**src/rtl/mips_instr_encoder.sv**
```systemverilog
// Builds 32-bit MIPS words from symbolic requests and streams them, with word addresses,
// to an instruction-memory loader through valid/ready handshakes on both sides.
module mips_instr_encoder #(
    parameter int ADDR_W = 6
) (
    input  logic              CLK,
    input  logic              Reset,
    input  logic              Start,
    input  logic              ReqValid,
    output logic              ReqReady,
    input  logic [4:0]        Mnem,
    input  logic [4:0]        Rs,
    input  logic [4:0]        Rt,
    input  logic [4:0]        Rd,
    input  logic [4:0]        Shamt,
    input  logic [15:0]       Imm,
    input  logic [25:0]       Target,
    output logic              OutValid,
    input  logic              OutReady,
    output logic [31:0]       Instr,
    output logic [ADDR_W-1:0] Addr,
    output logic [ADDR_W:0]   Count,
    output logic              Illegal,
    output logic              Full
);
    localparam logic [1:0] IDLE = 2'd0;
    localparam logic [1:0] RUN  = 2'd1;
    localparam logic [1:0] FULL = 2'd2;

    localparam logic [ADDR_W-1:0] LAST_ADDR = {ADDR_W{1'b1}};

    logic [1:0]        stateReg;
    logic [ADDR_W-1:0] counterReg;
    logic [ADDR_W:0]   countReg;
    logic              illegalReg;
    logic              outValidReg;
    logic [31:0]       instrReg;
    logic [ADDR_W-1:0] addrReg;

    logic [31:0] encWord;
    logic        encLegal;
    logic        accept;

    function automatic logic [31:0] rType(input logic [4:0] rs, input logic [4:0] rt,
                                          input logic [4:0] rd, input logic [4:0] sh,
                                          input logic [5:0] fn);
        return {6'h00, rs, rt, rd, sh, fn};
    endfunction

    function automatic logic [31:0] iType(input logic [5:0] op, input logic [4:0] rs,
                                          input logic [4:0] rt, input logic [15:0] imm);
        return {op, rs, rt, imm};
    endfunction

    // Shifts take their amount from Shamt and ignore Rs; all other R-types zero the shamt field.
    always_comb begin
        encWord  = '0;
        encLegal = 1'b1;
        case (Mnem)
            5'd0:  encWord = rType(Rs, Rt, Rd, 5'd0, 6'h20);
            5'd1:  encWord = rType(Rs, Rt, Rd, 5'd0, 6'h21);
            5'd2:  encWord = rType(Rs, Rt, Rd, 5'd0, 6'h22);
            5'd3:  encWord = rType(Rs, Rt, Rd, 5'd0, 6'h23);
            5'd4:  encWord = rType(Rs, Rt, Rd, 5'd0, 6'h24);
            5'd5:  encWord = rType(Rs, Rt, Rd, 5'd0, 6'h25);
            5'd6:  encWord = rType(Rs, Rt, Rd, 5'd0, 6'h26);
            5'd7:  encWord = rType(Rs, Rt, Rd, 5'd0, 6'h27);
            5'd8:  encWord = rType(Rs, Rt, Rd, 5'd0, 6'h2A);
            5'd9:  encWord = rType(Rs, Rt, Rd, 5'd0, 6'h2B);
            5'd10: encWord = rType(5'd0, Rt, Rd, Shamt, 6'h00);
            5'd11: encWord = rType(5'd0, Rt, Rd, Shamt, 6'h02);
            5'd12: encWord = rType(5'd0, Rt, Rd, Shamt, 6'h03);
            5'd13: encWord = iType(6'h23, Rs, Rt, Imm);
            5'd14: encWord = iType(6'h2B, Rs, Rt, Imm);
            5'd15: encWord = iType(6'h04, Rs, Rt, Imm);
            5'd16: encWord = {6'h02, Target};
            5'd17: encWord = iType(6'h0D, Rs, Rt, Imm);
            5'd18: encWord = iType(6'h08, Rs, Rt, Imm);
            5'd19: encWord = iType(6'h09, Rs, Rt, Imm);
            5'd20: encWord = iType(6'h0C, Rs, Rt, Imm);
            5'd21: encWord = iType(6'h0F, 5'd0, Rt, Imm);
            5'd22: encWord = iType(6'h0A, Rs, Rt, Imm);
            5'd23: encWord = iType(6'h0B, Rs, Rt, Imm);
            5'd24: encWord = iType(6'h0E, Rs, Rt, Imm);
            default: encLegal = 1'b0;
        endcase
    end

    assign ReqReady = (stateReg == RUN) && !Start && (!outValidReg || OutReady);
    assign accept   = ReqValid && ReqReady;

    always_ff @(posedge CLK) begin
        if (Reset) begin
            stateReg    <= IDLE;
            counterReg  <= '0;
            countReg    <= '0;
            illegalReg  <= 1'b0;
            outValidReg <= 1'b0;
            instrReg    <= '0;
            addrReg     <= '0;
        end else if (Start) begin
            stateReg    <= RUN;
            counterReg  <= '0;
            countReg    <= '0;
            illegalReg  <= 1'b0;
            outValidReg <= 1'b0;
        end else begin
            // A drain is overridden below when a legal word lands in the same cycle.
            if (outValidReg && OutReady)
                outValidReg <= 1'b0;
            if (accept && encLegal) begin
                instrReg    <= encWord;
                addrReg     <= counterReg;
                outValidReg <= 1'b1;
                counterReg  <= counterReg + 1'b1;
                countReg    <= countReg + 1'b1;
                if (counterReg == LAST_ADDR)
                    stateReg <= FULL;
            end else if (accept) begin
                illegalReg <= 1'b1;
            end
        end
    end

    assign OutValid = outValidReg;
    assign Instr    = instrReg;
    assign Addr     = addrReg;
    assign Count    = countReg;
    assign Illegal  = illegalReg;
    assign Full     = (stateReg == FULL);

endmodule

```
**config.mk**
```make
export PLATFORM = sky130hd
export DESIGN_NAME = mips_instr_encoder
export DESIGN_NICKNAME = d
export VERILOG_FILES = /design/src/rtl/mips_instr_encoder.sv
export SDC_FILE = /design/constraint.sdc
export NUM_CORES = 1
export LEC_CHECK = 0
export BUFFER_PORTS_ARGS = -buffer_cell sky130_fd_sc_hd__clkbuf_2
export CAP_MARGIN = 20
export CORE_UTILIZATION = 48
export CTS_CLUSTER_DIAMETER = 50
export DETAILED_ROUTE_END_ITERATION = 8
export PLACE_DENSITY_LB_ADDON = 0.08
export SLEW_MARGIN = 5
export SYNTH_ARGS = -nofsm -noshare
export SYNTH_HDL_FRONTEND = slang
export SYNTH_SLANG_ARGS = --single-unit
export TNS_END_PERCENT = 50
```
**constraint.sdc**
```tcl
create_clock -name CLK -period 1.95 [get_ports CLK]
set_input_delay 0 -clock CLK [delete_from_list [all_inputs] [get_ports CLK]]
set_output_delay 0 -clock CLK [all_outputs]
set_load 0.05 [all_outputs]
```
**Yosys cells after proc, flatten, opt, wreduce, memory -nomap -nowiden**

Index checks and enable logic that the tools add are counted.

- Bits in registers: 55
- Bits of input ports: 72
- Word-level logic and storage cells: 64

- $add $sub $neg: 2
- Equality and inequality tests: 27
- Muxes and demuxes: 7
- Bitwise operators: 2
- Reductions and logical operators: 18

Operators with widths:

| kind | number |
|---|---|
| 32-bit case mux with 25 select lines | 1 |
| 5-bit equality test, second input constant | 9 |
| 5-bit by 4-bit equality test with 1-bit output, second input constant | 8 |
| 25-bit OR reduction | 1 |
| 5-bit by 3-bit equality test with 1-bit output, second input constant | 4 |
| 5-bit by 2-bit equality test with 1-bit output, second input constant | 2 |
| 2-bit AND reduction | 4 |
| 7-bit by 1-bit adder with 7-bit output, second input constant | 1 |
| 6-bit by 1-bit adder with 6-bit output, second input constant | 1 |
| 6-bit equality test, second input constant | 1 |
| 1-bit two-way mux | 6 |
| 2-bit nonzero test | 3 |
| 5-bit by 1-bit equality test with 1-bit output, second input constant | 1 |
| 1-bit logical AND | 5 |
| 5-bit logical NOT | 1 |
| 2-bit by 1-bit equality test with 1-bit output, second input constant | 1 |
| 2-bit equality test, second input constant | 1 |
| 1-bit logical NOT | 2 |
| 1-bit NOT | 2 |
| 2-bit OR reduction | 1 |
| 1-bit logical OR | 1 |

**Longest topological paths before layout**

Gate-level depths: netlist of run 1.

- Depth after elaboration: 7
- Gate-level depth with buffers: 8

**Least setup slack after synthesis of run 1**

OpenSTA, ideal clock, no wires.

- Kind: register to register
- Start point: register outValidReg (netlist: OutValid)
- End point: register countReg[1] (netlist: Count[1])
- Library setup time: 0.070 ns
- Arrival time: 1.789 ns
- Path slack: 0.091 ns
- Stages on the path, launching flop included: 8
- Path buffers: 3
- Cells stage by stage: dfxtp_1 nor2b_1 or3_1 buf_2 buf_2 buf_2 nand2_1 a21oi_1

- Longest elaborated chain between the ends: 5

RTL lines:

| what | RTL line | RTL |
|---|---|---|
| start, declared | 36 | `logic outValidReg;` |
| start signal, assigned | 98 | `outValidReg <= 1'b0;` |
| start signal, assigned | 106 | `outValidReg <= 1'b0;` |
| start signal, assigned | 110 | `outValidReg <= 1'b0;` |
| 1-bit logical NOT | 89 | `assign ReqReady = (stateReg == RUN) && !Start && (!outValidReg \|\| OutReady);` |
| 1-bit logical OR | 89 |  |
| 1-bit logical AND | 89 |  |
| 1-bit logical AND | 90 | `assign accept = ReqValid && ReqReady;` |
| 1-bit logical AND | 111 | `if (accept && encLegal) begin` |
| end signal, assigned | 116 | `countReg <= countReg + 1'b1;` |
| end, declared | 34 | `logic [ADDR_W:0] countReg;` |

Every way passes these cells.
A chain may end at the register's enable or synchronous reset.

**Final worst setup path of run 1**

- Start point: input port Start
- End point: register instrReg[1] (netlist: Instr[1])

- Longest elaborated chain between the ends: 6
- Elaborated cells between the ends (all ways): 7

RTL lines:

| what | RTL line | RTL |
|---|---|---|
| start, declared | 8 | `input logic Start,` |
| 1-bit logical NOT | 89 |  |
| 1-bit logical AND (2 in series) | 89 |  |
| 1-bit logical AND | 90 |  |
| 1-bit logical AND | 111 |  |
| 2-bit AND reduction (no source line) (*) | n/a |  |
| end signal, assigned | 112 | `instrReg <= encWord;` |
| end, declared | 37 | `logic [31:0] instrReg;` |

Mark *: on every way between the ends. The rest lies on a longest branch, timed or not.

==> flow_summary.json, run 1 <==
{
  "hold_ws_ns": 0.00375,
  "wl_met2_microns": 3700,
  "first_pass_iters": 6,
  "cts_max_level": 2,
  "top_layer_used": "met4",
  "grt_first_pass_wirelength_microns": 13100,
  "seq_power_share_pct": 46.9,
  "hp-class": "input port to flop",
  "cts_tree": "done",
  "wl_microns": 8020,
  "multi_input_area_sq_mm": 0.00159,
  "drt_iter0_drc": 122,
  "tightest_slew_ns": 0.724,
  "path_class": "input port to flop",
  "crit_chain": "dlygate4sd3_1 > clkbuf_2 > nand4bb_1 > buf_4 > nor3_4 > buf_4 > o221ai_1 > a21oi_1 > nor3_1",
  "cp_max_fo": 16,
  "vias": 3137,
  "initial_core_util_pct": 50.8,
  "rsz0062_at_grt": "false",
  "synthCells": 374,
  "crit_path_frequent_cell": "buf_4",
  "ys_seq_elements": 54,
  "diodes": 0,
  "root_buffer": "clkbuf_8",
  "viasPerCell": 5.43,
  "port_buffers": 119,
  "syn-num-nets": 448,
  "core_sq_mm": 0.00561,
  "dieWidth_microns": 79.1,
  "synth_xor_area_share_pct": 3.38,
  "synth-edff-count": 0,
  "run_status": "finished clean",
  "fmax_mhz": 555,
  "synth_cell_types": 46,
  "finalMaxSlewViolations": 0,
  "clock_latency_ns": 0.31,
  "post-route-period-util_pct": 92.5,
  "period_needed_ns": 1.80,
  "yosys_warnings": 0,
  "yosys_most_used_dff": "dfxtp_1",
  "fin_nets": 579,
  "p_comb_share_pct": 20.5,
  "die_y_microns": 79.1,
  "cts.path.max_buffers": 2,
  "switching_share_pct": 28.4,
  "wire_per_inst_microns": 13.9,
  "crit_path_max_incr_delay_ns": 0.54,
  "timing.setup.tns_ns": 0,
  "synth_compound_area_share_pct": 24.4,
  "clock_skew_ns": 0.0155,
  "fill_cells": 508,
  "cp_slowest_cell": "dlygate4sd3_1",
  "hold_viol_final": 0,
  "crit_family": "buffers and inverters",
  "power.density_mw_per_mm2": 630,
  "dp_slack_ns": 0.136,
  "p_sw_mw": 0.691,
  "cts_sinks": 54,
  "gp_congestion": 0.885,
  "internal-power_mw": 1.74,
  "setup_slack_ns": 0.147,
  "async_flop_share_pct": 0,
  "dp_hpwl_microns": 5740,
  "first_global_vias": 2919,
  "worstSetupStartpointType": "input port",
  "p_leak_nw": 1.66,
  "drive_gt1_share_pct": 30.8,
  "avgSynthCellArea_sq_um": 7.62,
  "cts_made_buffers": 5,
  "drc": 0,
  "synthSimpleGateAreaFrac_pct": 25.6,
  "worst-path-buf-inv": 4,
  "regArea_sq_mm": 0.00108,
  "die_area_sq_mm": 0.00625,
  "area_growth_pct": 35.6,
  "synth_top_family_by_area": "simple AND/OR/NAND/NOR gates",
  "drtAntennaViolNets": 0,
  "path_clk_slew_ns": 0.10,
  "required_ns": 2.12,
  "clockPowerShare_pct": 32.6,
  "setup_viol": 0,
  "rows": 27,
  "wl_met3_microns": 540,
  "grtUsageTotal_pct": 26.3,
  "ys_seq_area_share_pct": 37.9,
  "max_slew_margin_pct": 51.7,
  "fin_util_pct": 68.9,
  "crit_arrival_ns": 1.98,
  "overflow": 0,
  "wl_met1_microns": 3670,
  "crit_path_end_kind": "flop",
  "peakVddDrop_uv": 503,
  "synth_mux_area_share_pct": 1.05,
  "grt_max_degree": 39,
  "antenna_found_initial": 0,
  "synthAdderAreaFrac_pct": 0.878,
  "ios": 121,
  "maxCapViolCount": 0,
  "synthesis.area_sq_mm": 0.00285
}
-- path summary, 6_finish.rpt --
path / slack, ns / to / depth (start not counted) / start
min reg2reg: 0.46 / Addr[5] / 2 / Addr[5]
min: 0.004 / Instr[21] / 3 / Target[21]
max reg2reg: 0.18 / Instr[1] / 7 / stateReg[1]
max: 0.15 / Instr[1] / 9 / Start
-- placed cells by master (no fill, tap or decap), drive strengths merged, types with 10 or more instances in the layout --
cell type	n
nand2	67
nor3	14
a211oi	20
clkbuf	125
dlygate4sd3	20
o22ai	11
nor2	49
o21ai	10
dfxtp	54
a21oi	18
buf	19
a221oi	12
-- flip-flops by register name (all words and copies together), names as in the netlist --
name,flops
Count,7
Instr,31
OutValid,1
stateReg,2
Addr,6
Illegal,1
counterReg,6
-- layer usage --
| metal | global-route usage, % | vias up |
|---|---|---|
| met1 | 35.4 | 1424 |
| li1 | - | 1582 |
| met3 | 3.33 | 12 |
| met5 | 0 | - |
| met2 | 43.7 | 119 |
| met4 | 8.00 | 0 |
-- power by group through the flow --
stage | registers [mW] | logic [mW] | clock network, mW
floorplan | 1.25 | 0.223 | 0
global placement | 1.17 | 0.456 | 0
detailed placement | 1.17 | 0.461 | 0
CTS | 1.14 | 0.494 | 0.808
global route | 1.15 | 0.541 | 0.858
finish | 1.14 | 0.499 | 0.793
-- Yosys cell counts (9+ instances only) --
library cell	instances	area share (%)
nand2_1	67	8.8
a21oi_1	18	3.2
buf_2	12	2.1
o21ai_0	9	1.6
nor3_1	13	2.3
dfxtp_1	54	38
a221oi_1	12	3.7
o22ai_1	11	2.4
nor2_1	49	6.5
a211oi_1	20	5.3
clkbuf_1	18	2.4
-- kinds of logic after synthesis --
kind of cell | count (synthesis)
and+or+nand+nor | 163
AOI/OAI and AO/OA | 98
DFF | 54
buffers and inverters | 42
xor gates and xnor gates | 11
muxes | 3
adders and majority gates | 2
other | 1
-- worst register-to-register path, stage by stage, from the launching register on --
cell and delay, ns:
dfxtp_1 0.34, nand4bb_1 0.23, buf_4 0.19, nor3_4 0.24
buf_4 0.27, o221ai_1 0.18, a21oi_1 0.14, nor3_1 0.06
-- area by class of cell --
class / instances / share of cell area [%]
Clock buffer: 6 / 2.14
Clock inverter: 2 / 1.00
Inverter: 8 / 0.777
Multi-Input combinational cell: 278 / 41.2
Sequential cell: 54 / 28.0
Tap cell: 72 / 2.33
Timing Repair Buffer: 158 / 24.6
-- stage by stage --
stage	power (mW)	cells	cell area [sq um]
floorplan	1.47	374	2850
global placement	1.62	550	3540
detailed placement	1.63	550	3540
global route	2.54	578	3870
CTS	2.44	578	3860
finish	2.43	578	3870
-- timing repair --
action,in CTS,in global routing
setup endpoints to repair,0,5
setup buffers,0,0
endpoints found under the hold margin,18,0
hold buffers,20,0
gates resized for setup,0,1
Power figures use the tool's default switching activity.
==> inputs of run 2 (changes only) <==
--- a/config.mk
+++ b/config.mk
@@ -7,10 +7,11 @@
 export LEC_CHECK = 0
 export BUFFER_PORTS_ARGS = -buffer_cell sky130_fd_sc_hd__clkbuf_2
 export CAP_MARGIN = 20
-export CORE_UTILIZATION = 48
+export CORE_UTILIZATION = 49
+export CTS_BUF_LIST = sky130_fd_sc_hd__clkbuf_8
 export CTS_CLUSTER_DIAMETER = 50
 export DETAILED_ROUTE_END_ITERATION = 8
-export PLACE_DENSITY_LB_ADDON = 0.08
+export PLACE_DENSITY = 0.87
 export SLEW_MARGIN = 5
 export SYNTH_ARGS = -nofsm -noshare
 export SYNTH_HDL_FRONTEND = slang
==> run 2 against run 1 <==
Net effect: via count grew 2.6%; total power shrank 2.1%; critical path type is now flop to flop; routed wire length grew 3.2%; global-route usage grew 1.1 points.
==> flow_summary.json, run 2 (synthesized netlist as in run 1, its figures left out) <==
{
  "run_status": "finished clean",
  "internal-power_mw": 1.70,
  "grt_first_pass_wirelength_microns": 13500,
  "post_cts_resized": 0,
  "grt_max_degree": 32,
  "core_sq_mm": 0.00554,
  "hp-class": "input port to flop",
  "viasPerCell": 5.58,
  "endpoint": "Instr[5]",
  "cts_made_buffers": 5,
  "power.density_mw_per_mm2": 621,
  "drc": 0,
  "clockPowerShare_pct": 31.1,
  "ios": 121,
  "post-cts-setup-buffer-count": 0,
  "setup_slack_ns": 0.194,
  "die_area_sq_mm": 0.00613,
  "layout_common_cells": "clkbuf_2, nand2_1, dfxtp_1",
  "setup_viol": 0,
  "crit_path_max_incr_delay_ns": 0.54,
  "rsz0062_at_grt": "false",
  "switching_share_pct": 28.8,
  "wl_microns": 8280,
  "rows": 27,
  "maxCapViolCount": 0,
  "die_y_microns": 78.3,
  "final_common_cell": "clkbuf_2",
  "wire_per_inst_microns": 14.3,
  "r2r_cells": 5,
  "timing.setup.tns_ns": 0,
  "crit_path_end_kind": "flop",
  "diodes": 0,
  "crit_arrival_ns": 1.94,
  "p_sw_mw": 0.687,
  "worstSetupStartpointType": "flop",
  "drive_gt1_share_pct": 30.3,
  "grtUsageTotal_pct": 27.4,
  "area_growth_pct": 34.8,
  "vias": 3217,
  "p_leak_nw": 1.65,
  "finalMaxSlewViolations": 0,
  "seq_power_share_pct": 47.9,
  "port_buffers": 119,
  "dieWidth_microns": 78.3,
  "first_global_vias": 3101,
  "dp_hpwl_microns": 5810,
  "fin_nets": 579,
  "hold_viol_final": 0,
  "worstSetupStartpoint": "stateReg[1]",
  "critical_path_depth": 5,
  "fmax_mhz": 570,
  "overflow": 0,
  "crit_chain": "nand4bb_1 > or3_1 > buf_4 > a2111oi_2 > nor3_1",
  "first_pass_iters": 5,
  "fill_cells": 456,
  "rr_startpoint": "stateReg[1]",
  "cts_tree": "done",
  "drt_iter0_drc": 283,
  "cts_hold_buf": 20,
  "clock_skew_ns": 0.00471,
  "p_comb_share_pct": 21.0,
  "cts_max_level": 2,
  "path_class": "flop to flop",
  "max_slew_margin_pct": 53.4,
  "period_needed_ns": 1.76,
  "cts_sinks": 54,
  "r2r_slack_ns": 0.19,
  "crit_family": "simple AND/OR/NAND/NOR gates",
  "path_clk_slew_ns": 0.10,
  "cp_slowest_cell": "or3_1",
  "gp_congestion": 0.860,
  "tightest_slew_ns": 0.699,
  "initial_core_util_pct": 51.4,
  "peakVddDrop_uv": 433,
  "drtAntennaViolNets": 0,
  "cp_max_fo": 12,
  "required_ns": 2.14,
  "r2r-end": "Instr[5]",
  "post-route-period-util_pct": 90.0,
  "cts.path.max_buffers": 2,
  "root_buffer": "clkbuf_8",
  "worst-path-buf-inv": 1,
  "clock_latency_ns": 0.31,
  "largest_reg_flops": 31,
  "antenna_found_initial": 0,
  "dp_slack_ns": 0.198
}
==> run 2: area by class of cell <==
type / instances / area, sq um / share of cell area [%]
Tap cell: 72 / 90.1 / 2.35
Clock buffer: 5 / 68.8 / 1.79
Clock inverter: 2 / 38.8 / 1.01
Sequential cell: 54 / 1080 / 28.1
Multi-Input combinational cell: 278 / 1580 / 41.2
Inverter: 8 / 30.0 / 0.782
Timing Repair Buffer: 158 / 951 / 24.8
==> run 2: how the worst min path moves through the flow <==
| stage | start | endpoint | slack [ns] | cells after the start |
|---|---|---|---|---|
| 2_1_floorplan | Start | stateReg[0] | 0.13 | 2 |
| 3_3_place_gp | Imm[13] | Instr[13] | 0.23 | 3 |
| 3_5_place_dp | Imm[10] | Instr[10] | 0.24 | 3 |
| 4_1_cts | Target[23] | Instr[23] | 0.003 | 3 |
| 5_1_grt | Imm[2] | Instr[2] | 0.02 | 3 |
| 6_report | Target[23] | Instr[23] | 0.01 | 3 |
==> run 2: routing by layer <==
layer  global-route usage (%)  up-vias  share of wire (%)
met5                        0        -                  0
met2                     48.3      131                 50
met1                     32.8     1477                 42
met4                     11.1        0                2.5
li1                         -     1587                  -
met3                     4.65       22                5.8
==> run 2: power by group through the flow <==
stage	sequential (mW)	clock [mW]	combinational [mW]
floorplan	1.25	0	0.223
global placement	1.17	0	0.446
detailed placement	1.17	0	0.457
CTS	1.14	0.757	0.492
global route	1.15	0.800	0.538
finish	1.14	0.742	0.500
==> run 2: metrics by stage <==
stage	cells	utilization (%)	area (sq um)	total power [mW]	hold WS, ns
final	577	69.3	3840	2.38	0.00964
after global routing	577	69.3	3840	2.48	0.0186
after CTS	577	69.3	3840	2.39	0.00311
after detailed placement	550	63.8	3530	1.62	0.240
after global placement	550	63.8	3530	1.61	0.231
after floorplan	374	-	2850	1.47	0.129
==> run 2: worst reg2reg max path: stages (launching register included) <==
cell and delay (ns):
dfxtp_1 0.34, nand4bb_1 0.20, or3_1 0.54, buf_4 0.25
a2111oi_2 0.22, nor3_1 0.08
==> inputs of run 3 (changes only) <==
--- a/config.mk
+++ b/config.mk
@@ -7,11 +7,11 @@
 export LEC_CHECK = 0
 export BUFFER_PORTS_ARGS = -buffer_cell sky130_fd_sc_hd__clkbuf_2
 export CAP_MARGIN = 20
-export CORE_UTILIZATION = 49
+export CORE_UTILIZATION = 30
 export CTS_BUF_LIST = sky130_fd_sc_hd__clkbuf_8
 export CTS_CLUSTER_DIAMETER = 50
 export DETAILED_ROUTE_END_ITERATION = 8
-export PLACE_DENSITY = 0.87
+export PLACE_DENSITY = 0.6
 export SLEW_MARGIN = 5
 export SYNTH_ARGS = -nofsm -noshare
 export SYNTH_HDL_FRONTEND = slang
==> run 3 against run 2 <==
Net effect: clock power fell by 7.7%; maximum frequency rose by 4.0%; register-to-register slack improved by 0.07 ns; via count fell by 3.6%; critical path depth rose by 2; worst hold slack improved by 0.022 ns; combinational power barely moved; critical endpoint is now Instr[1]; largest cell class unchanged.
==> flow_summary.json, run 3 (synthesized netlist as in run 1, its figures left out) <==
{
  "run_status": "finished clean",
  "r2r_cells": 7,
  "post-cts-setup-buffer-count": 0,
  "clock_latency_ns": 0.31,
  "worstSetupStartpointType": "flop",
  "rsz0062_at_grt": "false",
  "die_area_sq_mm": 0.00989,
  "cts.path.max_buffers": 2,
  "grt_max_degree": 38,
  "required_ns": 2.15,
  "overflow": 0,
  "path_clk_slew_ns": 0.11,
  "dp_slack_ns": 0.0948,
  "path_class": "flop to flop",
  "drt_iter0_drc": 129,
  "rr_startpoint": "stateReg[1]",
  "diodes": 0,
  "area_growth_pct": 38.4,
  "die_y_microns": 99.5,
  "fin_util_pct": 42.7,
  "min-delay-start": "Imm[4]",
  "post-place-cells": 607,
  "first_pass_iters": 4,
  "grt_first_pass_wirelength_microns": 13900,
  "dieWidth_microns": 99.5,
  "crit_path_end_kind": "flop",
  "peakVddDrop_uv": 333,
  "hp-class": "input port to flop",
  "cts_max_level": 2,
  "crit_arrival_ns": 1.89,
  "root_buffer": "clkbuf_8",
  "rows": 35,
  "power.density_mw_per_mm2": 591,
  "port_buffers": 119,
  "finalMaxSlewViolations": 0,
  "period_needed_ns": 1.69,
  "maxCapViolCount": 0,
  "fill_cells": 967,
  "timing.setup.tns_ns": 0,
  "ios": 121,
  "grtUsageTotal_pct": 17.5,
  "viasPerCell": 4.86,
  "tightest_slew_ns": 0.666,
  "setup_slack_ns": 0.262,
  "hold_viol_final": 0,
  "final_cells": 638,
  "drtAntennaViolNets": 0,
  "whs_endpoint": "Instr[4]",
  "post-route-period-util_pct": 86.6,
  "fin_nets": 582,
  "drive_gt1_share_pct": 30.6,
  "layout_common_cells": "clkbuf_2, nand2_1, dfxtp_1",
  "initial_core_util_pct": 30.8,
  "antenna_found_initial": 0,
  "whs_path_depth": 3,
  "cp_max_fo": 37,
  "core_sq_mm": 0.00924,
  "largest_reg_flops": 31,
  "cts_tree": "done",
  "fmax_mhz": 592,
  "first_global_vias": 3015,
  "dp_hpwl_microns": 6120,
  "drc": 0,
  "cts_made_buffers": 5,
  "r2r_slack_ns": 0.26,
  "wire_per_inst_microns": 13.4,
  "p_leak_nw": 1.66,
  "vias": 3101,
  "setup_viol": 0,
  "clock_skew_ns": 0.00551,
  "gp_congestion": 0.776,
  "hold_ws_ns": 0.0313,
  "r2r-end": "Instr[1]",
  "cts_sinks": 54,
  "wl_microns": 8520,
  "max_slew_margin_pct": 55.6,
  "final_common_cell": "clkbuf_2"
}
## run 3: metrics by stage
step / power [mW] / instance area (sq um)
6_report: 2.33 / 3940
5_1_grt: 2.44 / 3940
4_1_cts: 2.37 / 3940
3_5_place_dp: 1.63 / 3610
3_3_place_gp: 1.63 / 3610
2_1_floorplan: 1.47 / 2850
## run 3: worst max-delay path by stage
stage / startpoint / endpoint / slack (ns) / depth (start not counted)
6_report: stateReg[1] / Instr[1] / 0.26 / 7
2_1_floorplan: OutValid / Count[1] / 0.09 / 7
3_5_place_dp: stateReg[1] / Instr[5] / 0.09 / 5
3_3_place_gp: stateReg[1] / Instr[5] / 0.11 / 5
5_1_grt: Start / Count[3] / 0.11 / 9
4_1_cts: stateReg[1] / Instr[5] / 0.07 / 5
## run 3: area by class of cell
class,count,area [sq um],area share (%)
Clock buffer,5,68.8,1.74
Clock inverter,3,28.8,0.730
Inverter,8,30.0,0.761
Multi-Input combinational cell,278,1590,40.4
Sequential cell,54,1080,27.4
Tap cell,129,161,4.09
Timing Repair Buffer,161,981,24.9
## run 3: power by group
part	switching (mW)	total (mW)	internal, mW	leakage [nW]
Clock	0.415	0.685	0.270	0.0506
Combinational	0.307	0.503	0.196	1.17
Sequential	0.0145	1.14	1.13	0.437
## run 3: worst max-delay path, stage by stage (launching register included)
cell and delay [ns]:
dfxtp_1 0.34, nand4bb_1 0.22, buf_4 0.18, nor3_4 0.24, buf_12 0.24, o221ai_1 0.14
a21oi_1 0.14, nor3_1 0.06
## run 3: timing repair
action | CTS | global route
hold buffers | 23 | 0
gates resized for setup | 0 | 1
setup endpoints to repair | 0 | 9
hold endpoints to repair | 18 | 0
## run 3: routing by layer
metal,routed length [microns],GRT usage (%)
met1,3900,22.3
met2,4050,30.6
met3,474,2.88
met4,104,4.64
met5,0,0
